[config.mk]
export PLATFORM = sky130hd
export DESIGN_NAME = pulse_trigger_receiver_mc
export DESIGN_NICKNAME = d
export VERILOG_FILES = /design/src/rtl/pulse_trigger_receiver_mc.sv
export SDC_FILE = /design/constraint.sdc
export NUM_CORES = 1
export LEC_CHECK = 0
export ABC_CLOCK_PERIOD_IN_PS = 6900
export CAP_MARGIN = 20
export CORE_MARGIN = 3
export CORE_UTILIZATION = 30
export DETAILED_ROUTE_END_ITERATION = 12
export GPL_TIMING_DRIVEN = 0
export HOLD_SLACK_MARGIN = 0.03
export PLACE_DENSITY = 0.52
export REMOVE_ABC_BUFFERS = 1
export SLEW_MARGIN = 10
export SYNTH_ARGS = -nofsm -noshare
export SYNTH_HDL_FRONTEND = slang
export SYNTH_SLANG_ARGS = --single-unit
[constraint.sdc]
create_clock -name clk -period 6.9 [get_ports clk]
set_input_delay 1.38 -clock clk [delete_from_list [all_inputs] [get_ports clk]]
set_output_delay 1.38 -clock clk [all_outputs]
set_load 0.005 [all_outputs]
[src/rtl/pulse_trigger_receiver_mc.sv]
// Multi-channel front-panel pulse trigger receiver: forwards a one-cycle channel trigger,
// classifies the trigger level over a sampling window and guards per-channel DDR3 occupancy.
// Optional macro TRIG_EDGE_EN makes IDLE accept only rising edges of the trigger.
module pulse_trigger_receiver_mc #(
    parameter int NUM_CHAN = 5,
    parameter int BURST_W  = 23,
    parameter int CAPACITY = 524288,
    parameter int WIN_LEN  = 4,
    parameter int NUM_W    = 24,
    parameter int TS_W     = 44
) (
    input  logic                         clk,
    input  logic                         reset,
    input  logic                         reset_trig_num,
    input  logic                         reset_trig_timestamp,
    input  logic                         trigger,
    input  logic [NUM_CHAN-1:0]          chan_en,
    input  logic [NUM_CHAN*BURST_W-1:0]  burst_count,
    input  logic [BURST_W-1:0]           thres_overflow,
    input  logic                         readout_done,
    input  logic                         fifo_ready,
    output logic                         fifo_valid,
    output logic [127:0]                 fifo_data,
    output logic                         pulse_trigger,
    output logic [NUM_W-1:0]             trig_num,
    output logic [4:0]                   state,
    output logic [31:0]                  overflow_count,
    output logic                         overflow_warning
);

    localparam logic [4:0] S_IDLE     = 5'b00001;
    localparam logic [4:0] S_SEND     = 5'b00010;
    localparam logic [4:0] S_SAMPLE   = 5'b00100;
    localparam logic [4:0] S_CLASSIFY = 5'b01000;
    localparam logic [4:0] S_STORE    = 5'b10000;

    localparam int IDX_W = $clog2(WIN_LEN);
    localparam int PAD_W = 128 - NUM_W - TS_W - 2;
    localparam logic [BURST_W:0] CAP_EXT = (BURST_W+1)'(CAPACITY);

    logic [4:0]         state_reg;
    logic [NUM_W-1:0]   trig_num_reg;
    logic [TS_W-1:0]    ts_cnt_reg;
    logic [TS_W-1:0]    ts_latch_reg;
    logic [31:0]        overflow_count_reg;
    logic [WIN_LEN-1:0] history_reg;
    logic [IDX_W-1:0]   sample_idx_reg;
    logic               pulse_reg;
    logic               fifo_valid_reg;
    logic [127:0]       fifo_data_reg;
    logic               trig_prev_reg;

    logic [NUM_CHAN-1:0] chan_full;
    logic [NUM_CHAN-1:0] chan_warn;
    logic                full;
    logic                trig_hit;
    logic                accept;
    logic                reject;
    logic                in_send;
    logic [1:0]          trig_length;

`ifdef TRIG_EDGE_EN
    assign trig_hit = trigger && !trig_prev_reg;
`else
    assign trig_hit = trigger;
`endif

    assign full    = |chan_full;
    assign in_send = (state_reg == S_SEND);
    assign accept  = (state_reg == S_IDLE) && trig_hit && !full;
    assign reject  = (state_reg == S_IDLE) && trig_hit && full;

    // Room check is done one bit wider so CAPACITY minus occupancy never wraps against burst+1.
    genvar gi;
    generate
        for (gi = 0; gi < NUM_CHAN; gi++) begin : g_chan
            logic [BURST_W-1:0] occ_reg;
            logic [BURST_W:0]   burst_plus;
            logic [BURST_W:0]   room;

            assign burst_plus    = {1'b0, burst_count[gi*BURST_W +: BURST_W]} + (BURST_W+1)'(1);
            assign room          = CAP_EXT - {1'b0, occ_reg};
            assign chan_full[gi] = chan_en[gi] && (room < burst_plus);
            assign chan_warn[gi] = occ_reg > thres_overflow;

            always_ff @(posedge clk) begin
                if (reset) begin
                    occ_reg <= '0;
                end else if (in_send && chan_en[gi]) begin
                    occ_reg <= (readout_done ? '0 : occ_reg) + burst_plus[BURST_W-1:0];
                end else if (readout_done) begin
                    occ_reg <= '0;
                end
            end
        end
    endgenerate

    assign overflow_warning = |chan_warn;

    // history_reg shifts the samples in above the accept bit; all-ones means held high throughout.
    always_comb begin
        trig_length = 2'b11;
        if (!trigger) begin
            trig_length = 2'b10;
        end else if (&history_reg) begin
            trig_length = 2'b01;
        end
    end

    always_ff @(posedge clk) begin
        if (reset) begin
            state_reg          <= S_IDLE;
            trig_num_reg       <= '0;
            ts_cnt_reg         <= '0;
            ts_latch_reg       <= '0;
            overflow_count_reg <= '0;
            history_reg        <= '0;
            sample_idx_reg     <= '0;
            pulse_reg          <= 1'b0;
            fifo_valid_reg     <= 1'b0;
            fifo_data_reg      <= '0;
            trig_prev_reg      <= 1'b0;
        end else begin
            trig_prev_reg <= trigger;
            pulse_reg     <= accept;
            ts_cnt_reg    <= reset_trig_timestamp ? '0 : ts_cnt_reg + TS_W'(1);

            if (reset_trig_num || readout_done) begin
                trig_num_reg <= '0;
            end else if (accept) begin
                trig_num_reg <= trig_num_reg + NUM_W'(1);
            end

            if (reset_trig_timestamp) begin
                ts_latch_reg <= '0;
            end else if (accept) begin
                ts_latch_reg <= ts_cnt_reg;
            end

            if (reject && (overflow_count_reg != 32'hFFFF_FFFF)) begin
                overflow_count_reg <= overflow_count_reg + 32'd1;
            end

            case (state_reg)
                S_IDLE: begin
                    if (accept) begin
                        history_reg <= WIN_LEN'(1);
                        state_reg   <= S_SEND;
                    end
                end
                S_SEND: begin
                    history_reg    <= {history_reg[WIN_LEN-2:0], trigger};
                    sample_idx_reg <= IDX_W'(2);
                    state_reg      <= (WIN_LEN > 2) ? S_SAMPLE : S_CLASSIFY;
                end
                S_SAMPLE: begin
                    history_reg    <= {history_reg[WIN_LEN-2:0], trigger};
                    sample_idx_reg <= sample_idx_reg + IDX_W'(1);
                    if (sample_idx_reg == IDX_W'(WIN_LEN-1)) begin
                        state_reg <= S_CLASSIFY;
                    end
                end
                S_CLASSIFY: begin
                    fifo_data_reg  <= {{PAD_W{1'b0}}, trig_length, trig_num_reg, ts_latch_reg};
                    fifo_valid_reg <= 1'b1;
                    state_reg      <= S_STORE;
                end
                S_STORE: begin
                    if (fifo_ready) begin
                        fifo_valid_reg <= 1'b0;
                        history_reg    <= '0;
                        state_reg      <= S_IDLE;
                    end
                end
                default: state_reg <= S_IDLE;
            endcase
        end
    end

    assign state          = state_reg;
    assign trig_num       = trig_num_reg;
    assign overflow_count = overflow_count_reg;
    assign pulse_trigger  = pulse_reg;
    assign fifo_valid     = fifo_valid_reg;
    assign fifo_data      = fifo_data_reg;

endmodule

==> reports/results.txt <==
In this run, synthesis inferred 0 flip-flops with an integrated enable. The logs give 27.7% for the worst relative slew slack and 14.2 nW for the leakage power of the design. TritonCTS built the clock tree.

The placed cell count was 5,066. For this run, the number of Yosys warnings is 0. Based on the critical path, the design can be clocked at up to 152 MHz. The area of the die came out at 0.0973 mm2. Counting instances in the post-synthesis netlist gives the leading cell types as sky130_fd_sc_hd__nand2_1, sky130_fd_sc_hd__dfxtp_1, sky130_fd_sc_hd__nor2_1, sky130_fd_sc_hd__ha_1, sky130_fd_sc_hd__a21oi_1. Counting flops and latches in the post-synthesis netlist gives 342. The detail-routed net length per standard cell came out at 17.2 um.

After legalization and detailed placement, the total HPWL measured 66,700 um. The final critical delay including setup and external delays came out at 6.60 ns. The floorplan has 111 rows. For the final routed database, the setup TNS stands at 0 ns. The total overflow left after global routing is 0. The largest net degree at the start of global routing is 104, and the area of the core is 0.0922 mm2.

The sequential cells in the finished layout cover a total of 0.00685 mm2. The logs give 0 for the max-cap check violation count and 5,159 for the final standard cell count with taps included and fillers excluded. The area overhead of the layout relative to synthesis works out to 20.1%. The share of the clock period used by the worst path came out at 95.6%. In this run the worst path has a maximum fanout of 14.

The master of the slowest instance on the critical path was sky130_fd_sc_hd__clkdlybuf4s50_1. Setup repair after global routing left no endpoint under its margin. The run gives 139,000 um as the first-pass GRT wire length.

The clock net in this run drives a total of 342 sinks. The logs give 7.45 ns for the required time at the endpoint of the critical path and 24,500 for the via count of the first global-routing pass. At the worst endpoint, the arrival time is 7.15 ns. Setup violations remaining at the end of the flow were counted as 0.

The remaining number of nets flagged by the antenna check after routing was 0. Wire segments on met3 add up to 5910 um in the final route. The tools report the sequential element share of the synthesized area as 24.4%. The run finished with clean final reports. The register with the most flip-flops in the layout has 115 of them. By area the synthesized netlist is led by sky130_fd_sc_hd__dfxtp_1, sky130_fd_sc_hd__ha_1, sky130_fd_sc_hd__xnor2_1. The post-route netlist has 3.40% of its cells at a drive strength greater than 1.

The synthesized netlist occupies a cell area of 0.0281 mm2. Across the routed clock network, the largest skew measured is 0.0403 ns. The count of pins over their slew limit is 0, and the top cell type's share of synthesized area is 24.4%. The number of clock buffers added by TritonCTS is 45.

With fillers left out, the area of the finished cells amounts to 0.0337 mm2. The cell sitting at the root of the clock tree is a sky130_fd_sc_hd__clkbuf_16. On the worst path, the slowest cell contributes a delay of 0.58 ns.

The min-delay analysis places its worst path in the category reg -> reg. The run gives 3 as the maximum buffer depth of the clock tree. The setup path with the least slack is of type in -> reg.

The post-layout net count was 4,358; the share of synthesized flip-flops with an asynchronous set or reset was 0%. In the final routing, the length of wire on met1 measures 41,600 um. Counting distinct cell types in the post-synthesis netlist gives 78. The total placed instance area was 0.0322 mm2; the count of final hold-check violations was 0. The pre-antenna-repair detailed-routing pass consisted of 5 iterations. The tools report the initial cell density of the core as 30.5%.

Buffers placed on the I/O ports in this run total 283. The detailed router placed 25,700 vias in this run. For the total routing resource utilization after global routing, the log shows 17.6%. sky130_fd_sc_hd__nand2_1 is the most common cell in the netlist. The detailed router used layers up to and including met5. STA classifies the critical path endpoint as a register.

The dominant register cell in the synthesized netlist is sky130_fd_sc_hd__dfxtp_1. The area of combinational cells with multiple inputs is 0.0199 mm2. Dividing the detail-routed via count by the number of cells gives 4.99.

Dividing total power by cell area gives a power density of 143 mW/mm2. At the pin with the least slew margin, the transition time is 1.08 ns. Summed over all instances, the cell type with the most area after synthesis is sky130_fd_sc_hd__dfxtp_1. The die extent in y is 312 um.

For the number of design rule violations left after detail routing, the log shows 0. The most numerous cell type found on the critical path is sky130_fd_sc_hd__nand4_1. Detailed routing placed a total of 39,700 um of wire on met2. Synthesis handed over a netlist of 3,639 instances. The run gives 14 as the number of antenna violations at the first check in global routing.

In this run the mean area of a mapped cell was 7.72 um2. The clock edge transition at the registers on the reported setup and hold paths works out to 0.07 ns. The routed wire length was 88,800 um. The congestion estimate from routability-driven global placement came to 0.860. Element type at the critical path start: an input pin. The logs give 0.61 ns for the clock network latency to the later pin of the worst-skew pair and 0.000169 V for the maximum VDD drop.

The detailed router finished its first iteration with 1,232 violations. The number of I/O pins is 342, and the number of levels the H-tree was split into is 2. In this run, post-CTS hold repair placed 0 buffers. The filler cells instantiated in the layout total 9,722. The horizontal die dimension is 312 um, and the final core utilization is 36.6%.
cells in the final DEF (no fill, tap or decap), types with 31 or more instances in the layout:
cell type	instances
sky130_fd_sc_hd__nor4_1	50
sky130_fd_sc_hd__dfxtp_1	342
sky130_fd_sc_hd__clkbuf_16	45
sky130_fd_sc_hd__a21oi_1	273
sky130_fd_sc_hd__xnor2_1	218
sky130_fd_sc_hd__nand3_1	111
sky130_fd_sc_hd__nor2b_1	129
sky130_fd_sc_hd__o21a_1	32
sky130_fd_sc_hd__and2_1	31
sky130_fd_sc_hd__or3_1	52
sky130_fd_sc_hd__nor3_1	70
sky130_fd_sc_hd__nand2_1	435
sky130_fd_sc_hd__mux2i_1	49
sky130_fd_sc_hd__clkdlybuf4s50_1	281
sky130_fd_sc_hd__o21ai_0	118
sky130_fd_sc_hd__and3_1	48
sky130_fd_sc_hd__ha_1	322
sky130_fd_sc_hd__a211oi_1	33
sky130_fd_sc_hd__xor2_1	163
sky130_fd_sc_hd__conb_1	58
sky130_fd_sc_hd__nand4_1	74
sky130_fd_sc_hd__a21o_1	83
sky130_fd_sc_hd__nor2_1	336
sky130_fd_sc_hd__inv_1	194
kinds of logic after synthesis:
logic type,Yosys count,synth area share [%]
AO/OA/AOI/OAI,712,15.9
XOR/XNOR,383,12.0
multiplexers,49,1.75
other,1,0.0134
AND/OR/NAND/NOR,1450,25.2
buffers and inverters,365,5.69
adder cells (fa/ha/maj),337,15.1
flip-flops,342,24.4
critical path: cells and delay by family:
family	cells	cell delay, ns
buffers and inverters	6	1.43
xor gates and xnor gates	1	0.27
adders and majority gates	2	0.54
and+or+nand+nor	14	2.88
AOI/OAI and AO/OA	2	0.63
through the flow:
stage                     hold slack, ns  total power, mW  worst slack, ns
after floorplan                    0.420             2.30            0.101
after global placement             0.441             2.56            -6.46
after detailed placement           0.441             2.57            -2.00
after CTS                          0.449             4.91           0.0191
after global routing               0.469             5.04          0.00294
final                              0.449             4.82            0.300
path summary, 6_finish.rpt:
check	start	endpoint	slack, ns	cells after the start
max	burst_count[92]	trig_num[13]$_SDFFE_PP0P_	0.30	25
min	history_reg[3]$_SDFFE_PP0P_	fifo_data[69]$_SDFFE_PP0P_	0.45	1
max reg2reg	g_chan[2].occ_reg[13]$_SDFF_PP0_	trig_num[13]$_SDFFE_PP0P_	1.18	20
min reg2reg	history_reg[3]$_SDFFE_PP0P_	fifo_data[69]$_SDFFE_PP0P_	0.45	1
what timing repair did:
action | in CTS | in global routing
buffers inserted | 4 | 5
pin swaps | 3 | 3
gates resized for setup | 6 | 4
gates cloned | 1 | 0
endpoints found under the hold margin | 0 | 0
endpoints found under the setup margin | 96 | 16
report_power, final:
part	internal (mW)	switching (mW)
sequential	1.98	0.00272
combinational	0.221	0.333
clock	1.28	1.01
total	3.48	1.35
routing by layer:
metal  vias up  global-route usage [%]
met2       494                    28.6
met4        18                    3.39
li1      13200                       -
met5         -                       0
met1     11900                    23.5
met3       113                    4.48
layout make-up:
cell class	instances	area share, %
multi-input cells	2990	59.1
flip-flops and latches	342	20.3
repair buffers	308	9.63
well taps	1243	4.61
clock buffers	60	3.68
inverters	194	2.16
clock inverters	17	0.497
diodes	5	0.0371
Note: power is estimated with default switching activity, not from simulation.
